==> src/rtl/fb_access_arbiter.sv <==
// fb_access_arbiter: shares one single-port framebuffer RAM between the display fetch (strict priority)
// and a buffered writer. Optional build macro FB_VBLANK_WR_ONLY_EN limits write drains to vertical blanking.
module fb_access_arbiter #(
  parameter int ADDR_W     = 17,
  parameter int DATA_W     = 12,
  parameter int RD_LAT     = 1,
  parameter int STARVE_MAX = 15
) (
  input  logic              clk,
  input  logic              reset,
  input  logic              rd_req,
  input  logic [ADDR_W-1:0] rd_addr,
  output logic              rd_valid_o,
  output logic [DATA_W-1:0] rd_data_o,
  input  logic              wr_valid,
  input  logic [ADDR_W-1:0] wr_addr,
  input  logic [DATA_W-1:0] wr_data,
  output logic              wr_ready,
  input  logic              vblank,
  input  logic              starve_clr,
  output logic              starve_flag,
  output logic              mem_en,
  output logic              mem_we,
  output logic [ADDR_W-1:0] mem_addr,
  output logic [DATA_W-1:0] mem_wdata,
  input  logic [DATA_W-1:0] mem_rdata
);

  // State encoding doubles as {mem_en, mem_we} for the cycle that follows the edge.
  typedef enum logic [1:0] {
    ST_IDLE = 2'b00,
    ST_RD   = 2'b10,
    ST_WR   = 2'b11
  } slot_e;

  localparam logic [3:0] STARVE_LIM = 4'(STARVE_MAX - 1);
  localparam logic [3:0] CNT_SAT    = 4'hF;

  slot_e             state_r;
  slot_e             state_nxt_s;
  logic              buf_full_r;
  logic [ADDR_W-1:0] buf_addr_r;
  logic [DATA_W-1:0] buf_data_r;
  logic [3:0]        starve_cnt_r;
  logic [RD_LAT:0]   rd_pipe_r;
  logic              drain_s;
  logic              accept_s;
  logic              blocked_s;
  logic              starve_set_s;

`ifdef FB_VBLANK_WR_ONLY_EN
  assign drain_s   = buf_full_r & ~rd_req & vblank;
  assign blocked_s = buf_full_r & ~drain_s & vblank;
`else
  logic unused_vblank_s;
  assign unused_vblank_s = vblank;
  assign drain_s   = buf_full_r & ~rd_req;
  assign blocked_s = buf_full_r & ~drain_s;
`endif

  assign accept_s     = wr_valid & wr_ready;
  assign starve_set_s = blocked_s & (starve_cnt_r >= STARVE_LIM);
  assign {mem_en, mem_we} = state_r;

  // Slot selection: the fetch path always wins, a full buffer drains into otherwise idle slots.
  always_comb begin
    state_nxt_s = ST_IDLE;
    if (rd_req) begin
      state_nxt_s = ST_RD;
    end else if (drain_s) begin
      state_nxt_s = ST_WR;
    end else begin
      state_nxt_s = ST_IDLE;
    end
  end

  // Slot state register.
  always_ff @(posedge clk or posedge reset) begin
    if (reset) begin
      state_r <= ST_IDLE;
    end else begin
      state_r <= state_nxt_s;
    end
  end

  // RAM address/data registers; both hold through idle slots.
  always_ff @(posedge clk or posedge reset) begin
    if (reset) begin
      mem_addr  <= {ADDR_W{1'b0}};
      mem_wdata <= {DATA_W{1'b0}};
    end else begin
      case (state_nxt_s)
        ST_RD: begin
          mem_addr <= rd_addr;
        end
        ST_WR: begin
          mem_addr  <= buf_addr_r;
          mem_wdata <= buf_data_r;
        end
        default: begin
          mem_addr  <= mem_addr;
          mem_wdata <= mem_wdata;
        end
      endcase
    end
  end

  // One-entry write buffer; drain and accept are exclusive since accept needs an empty buffer.
  always_ff @(posedge clk or posedge reset) begin
    if (reset) begin
      buf_full_r <= 1'b0;
      wr_ready   <= 1'b1;
      buf_addr_r <= {ADDR_W{1'b0}};
      buf_data_r <= {DATA_W{1'b0}};
    end else if (drain_s) begin
      buf_full_r <= 1'b0;
      wr_ready   <= 1'b1;
    end else if (accept_s) begin
      buf_full_r <= 1'b1;
      wr_ready   <= 1'b0;
      buf_addr_r <= wr_addr;
      buf_data_r <= wr_data;
    end
  end

  // Starvation counter and sticky flag; a set condition overrides a clear at the same edge.
  always_ff @(posedge clk or posedge reset) begin
    if (reset) begin
      starve_cnt_r <= 4'd0;
      starve_flag  <= 1'b0;
    end else begin
      if (drain_s) begin
        starve_cnt_r <= 4'd0;
      end else if (blocked_s && (starve_cnt_r != CNT_SAT)) begin
        starve_cnt_r <= starve_cnt_r + 4'd1;
      end
      if (starve_set_s) begin
        starve_flag <= 1'b1;
      end else if (starve_clr) begin
        starve_flag <= 1'b0;
      end
    end
  end

  // Read-return pipeline: RAM data is captured when the delayed request token reaches the end.
  always_ff @(posedge clk or posedge reset) begin
    if (reset) begin
      rd_pipe_r  <= {(RD_LAT + 1){1'b0}};
      rd_valid_o <= 1'b0;
      rd_data_o  <= {DATA_W{1'b0}};
    end else begin
      rd_pipe_r  <= {rd_pipe_r[RD_LAT-1:0], rd_req};
      rd_valid_o <= rd_pipe_r[RD_LAT];
      if (rd_pipe_r[RD_LAT]) begin
        rd_data_o <= mem_rdata;
      end
    end
  end

endmodule

==> config.mk <==
export PLATFORM = sky130hd
export DESIGN_NAME = fb_access_arbiter
export DESIGN_NICKNAME = d
export VERILOG_FILES = /design/src/rtl/fb_access_arbiter.sv
export SDC_FILE = /design/constraint.sdc
export NUM_CORES = 1
export LEC_CHECK = 0
export CORE_MARGIN = 5
export CORE_UTILIZATION = 46
export DETAILED_ROUTE_END_ITERATION = 7
export PLACE_DENSITY_LB_ADDON = 0.05
export REMOVE_ABC_BUFFERS = 1
export SYNTH_ARGS = -nofsm -noshare
export SYNTH_HDL_FRONTEND = slang
export SYNTH_SLANG_ARGS = --single-unit
==> constraint.sdc <==
create_clock -name clk -period 3.5 [get_ports clk]
set_input_delay 0.525 -clock clk [delete_from_list [all_inputs] [get_ports clk]]
set_output_delay 0.525 -clock clk [all_outputs]
set_load 0.01 [all_outputs]
* Yosys cells after proc, flatten, opt, wreduce, memory -nomap -nowiden *
Cells that the tools add are included.

word-level totals
  register bits after elaboration = 82
  input port bits = 64
  output and inout port bits = 46
  word-level logic and storage cells = 40

cells by class
  add/subtract/negate cells = 1
  magnitude comparators = 1
  eq/ne operators = 3
  multiplexer cells = 11
  bitwise operators = 6
  reductions and logical operators = 6

operators with widths
  cell                   number
  $pmux W17 S2           1
  $mux W4                2
  $reduce_bool A2 Y1     4
  $mux W1                6
  $add A4 B1 Y4 const B  1
  $and A1 B1 Y1          4
  $eq A2 B2 Y1 const B   2
  $ge A4 B4 Y1 const B   1
  $mux W2                2
  $ne A4 B4 Y1 const B   1
  $not A1 Y1             2
  $reduce_and A2 Y1      1
  $logic_and A1 B1 Y1    1

* Longest topological paths before layout *
  word-level depth = 7
  depth in mapped cells = 6
  depth with buffers taken out = 4

* Worst setup path before layout *
OpenSTA, ideal clock, no wires.

  path kind = input port to flip-flop
  start = input rd_req
  end = register buf_addr_r[0]
  setup time = 0.125 ns
  arrival = 1.411 ns
  data required time = 3.375 ns
  setup slack = 1.964 ns
  stages = 5
  path buffers = 2
  cell sequence = nand2b_1 -> buf_6 -> and3_4 -> buf_6 -> mux2_4

between the ends
  longest elaborated chain between the ends = 4

RTL lines
  item                                RTL line  source
  start, declared                     11        input logic rd_req,
  $not A1 Y1                          57        assign drain_s = buf_full_r & ~rd_req;
  $and A1 B1 Y1                       57
  $not A1 Y1 (no source line)         --
  $reduce_and A2 Y1 (no source line)  --
  end signal, assigned                113       buf_addr_r <= {ADDR_W{1'b0}};
  end signal, assigned                121       buf_addr_r <= wr_addr;
  end, declared                       42        logic [ADDR_W-1:0] buf_addr_r;

No other way between the ends.
A chain may end at the register's enable or synchronous reset.

* Worst setup path after layout *
  start = input rd_req
  end = register buf_addr_r[4]

The elaborated chain is that of the path after synthesis.

==> results.txt <==
Clk Latency, worst-skew pair -> 0.33 ns
WP data arrival -> 2.34 ns
ant diodes -> 0
die footprint -> 9075 um^2
max-cap viol count -> 0
area occupied by multi-input gates -> 1186 um^2
worst hold path class -> flip-flop to flip-flop
Max VDD drop -> 0.0004242 V
DRT iter0 DRCs -> 64
dominant cells by area after synthesis -> dfrtp_1 61%, mux2_4 13%, mux2_2 8.1%
RR Startpoint -> buf_full_r$_DFFE_PP0P_
CTS buffer count -> 9
drt first pass iters -> 4
pin count of the biggest net entering global routing -> 41
Post-Place Cells -> 427
Leak -> 2.057 nW
Syn. warnings -> 0
CTS Hold Buffers Added -> 0
dpl hpwl -> 4627 um
Max-slew headroom -> 60.33%
Worst Skew -> 0.007645 ns
routability cong. -> 0.7153
Synth top area share -> 60.61%
# setup viols final -> 0
FF-to-FF End -> buf_addr_r[4]$_DFFE_PP0P_
DRC Markers -> 0
setup TNS -> 0 ns
Synth Cell Area -> 3344 um^2
Netlist cell types -> 24
sequential area share after synthesis -> 61.39%
kind of critical path -> input port to flip-flop
H-tree Lvls -> 3
drt wl/cell -> 15.10 um
largest area contributor in the netlist -> dfrtp_1
Sink Count -> 82
Tot Pwr -> 0.003087 W
Rows -> 31
crit start category -> input port
drt via density -> 4.772
Avg Cell Area, Syn -> 14.67 um^2
Final Cycle Share -> 60.46%
Reg area -> 2053 um^2
status -> complete, no violations
Hold Crit Start -> rd_pipe_r[0]$_DFF_PP0_
Slew Limit Fails -> 0
CP endpoint kind -> flip-flop
Routed WL -> 6690 um
Fin. Hold Viols -> 0
CTS tree -> yes
Critical Path Fanout Max -> 30
flops & latches, synth -> 82
Reg2Reg Depth -> 5
Via Count -> 2114
first-pass GRT wire length -> 10850 um
# IOs -> 110
power per cell area -> 651.5 nW/um^2
Horiz. Die Dim -> 95.27 um
Max Fclk -> 472.6 MHz
gr ovfl total -> 0
CTS Root Cell -> clkbuf_8
Required @ worst endpoint -> 3.72 ns
# port buffers -> 108
Finished Layout Cells -> 443
filler cell count -> 538
initial antenna violation count -> 0
RSZ-0062 raised after global routing -> no
Reg2Reg Setup Slack -> 1.41 ns
# Post-CTS Setup Buffers -> 0
vias in the first global route -> 2230
Reg clk slew, reported paths -> 0.08 ns
die extent in y -> 95.27 um
post-cts sizing count -> 0
remaining antenna violation count -> 0
dpl ws -> 1.010 ns
Syn Inst Count -> 228
fraction of layout cells with a size suffix above 1 -> 22.67%
clk buf depth -> 2
Final #Nets -> 405
GRT Overall Usage -> 15.54%
core area -> 7176 um^2
Hold EP -> rd_pipe_r[1]$_DFF_PP0_
hold path cells -> 0
Worst Tran Pin Value -> 0.5951 ns
initial core utilization -> 46.61%
final worst slack -> 1.384 ns
fin crit period -> 2.116 ns
Area growth syn-to-layout -> 41.68%
## report_power, final
group          internal (W)  total (W)  leakage (nW)  switching [W]
Sequential          0.00125    0.00142         0.997       0.000172
Clock              0.000445   0.000782         0.116       0.000337
Combinational      0.000606   0.000886         0.944       0.000280
## worst max-delay path by stage
stage / from / to / depth (start not counted)
floorplan: reset / buf_addr_r[0]$_DFFE_PP0P_ / 1
global placement: rd_req / buf_addr_r[10]$_DFFE_PP0P_ / 5
detailed placement: rd_req / buf_data_r[2]$_DFFE_PP0P_ / 5
CTS: rd_req / buf_data_r[11]$_DFFE_PP0P_ / 5
global route: buf_full_r$_DFFE_PP0P_ / buf_addr_r[4]$_DFFE_PP0P_ / 5
finish: rd_req / buf_addr_r[4]$_DFFE_PP0P_ / 5
## stage by stage
| stage | util [%] | area [um^2] | hold WS [ns] |
|---|---|---|---|
| after floorplan | - | 3258 | 0.3312 |
| after global placement | 62.74 | 4502 | 0.3349 |
| after detailed placement | 62.74 | 4502 | 0.3381 |
| after CTS | 66.03 | 4738 | 0.3566 |
| after global routing | 66.03 | 4738 | 0.3716 |
| final | 66.03 | 4738 | 0.3522 |
## flip-flops by register name (all words and copies together), names as in the netlist, 2 cells and up
register	flops
buf_data_r	12
buf_addr_r	17
mem_addr	17
state_r	2
starve_cnt_r	4
mem_wdata	12
rd_pipe_r	2
rd_data_o	12
## worst max-delay path, stage by stage
cell and delay (ns):
clkdlybuf4s50_1 0.47, nand2b_1 0.10, buf_4 0.25, and3_4 0.62, mux2_4 0.35
## layout make-up
| cell class | count | share of cell area (%) |
|---|---|---|
| Sequential cell | 82 | 43.33 |
| Multi-Input combinational cell | 128 | 25.03 |
| Timing Repair Buffer | 113 | 23.61 |
| Clock buffer | 11 | 3.195 |
| Tap cell | 99 | 2.614 |
| Clock inverter | 5 | 1.796 |
| Inverter | 5 | 0.4225 |
## synth_stat cells
master and instances:
buf_4 1, nor2_1 1, a21o_1 1, ha_1 2, mux2i_1 20, a21oi_1 2
xor2_1 1, clkbuf_1 4, inv_1 5, and3_4 1, or2_2 1, buf_1 1
nand2_1 21, nand3_1 3, mux2_2 24, nand2b_1 1, mux2_4 29, dfrtp_1 81
o22ai_1 1, o21ai_0 19, nand4_1 1, buf_2 3, buf_6 4, dfstp_2 1
## placed cells by master, fill, tap and decap left out, types with 2 or more instances in the layout
cell type,n
clkdlybuf4s50_1,108
dfrtp_1,81
mux2_4,29
mux2_2,24
nand2_1,21
mux2i_1,20
o21ai_0,19
clkbuf_8,11
buf_4,5
inv_1,4
nand3_1,3
a21oi_1,2
ha_1,2
bufinv_16,2
## metal layers
layer	vias to the layer above	wire length [um]	global-route usage (%)
li1	1004	-	-
met2	69	3095	24.02
met4	0	118	6.370
met1	1027	3073	21.24
met3	14	403	3.394
met5	-	0	0
## cell families (layout without fill, tap and decap cells)
family / Yosys count / after routing / share of synthesized area, %
AO/OA/AOI/OAI: 23 / 23 / 3.554
buffers and inverters: 18 / 134 / 3.142
XOR/XNOR: 1 / 1 / 0.2619
adder cells (fa/ha/maj): 2 / 2 / 0.7481
multiplexers: 73 / 73 / 27.09
AND/OR/NAND/NOR: 29 / 29 / 3.816
flip-flops: 82 / 82 / 61.39
(Power assumes the default switching activity.)
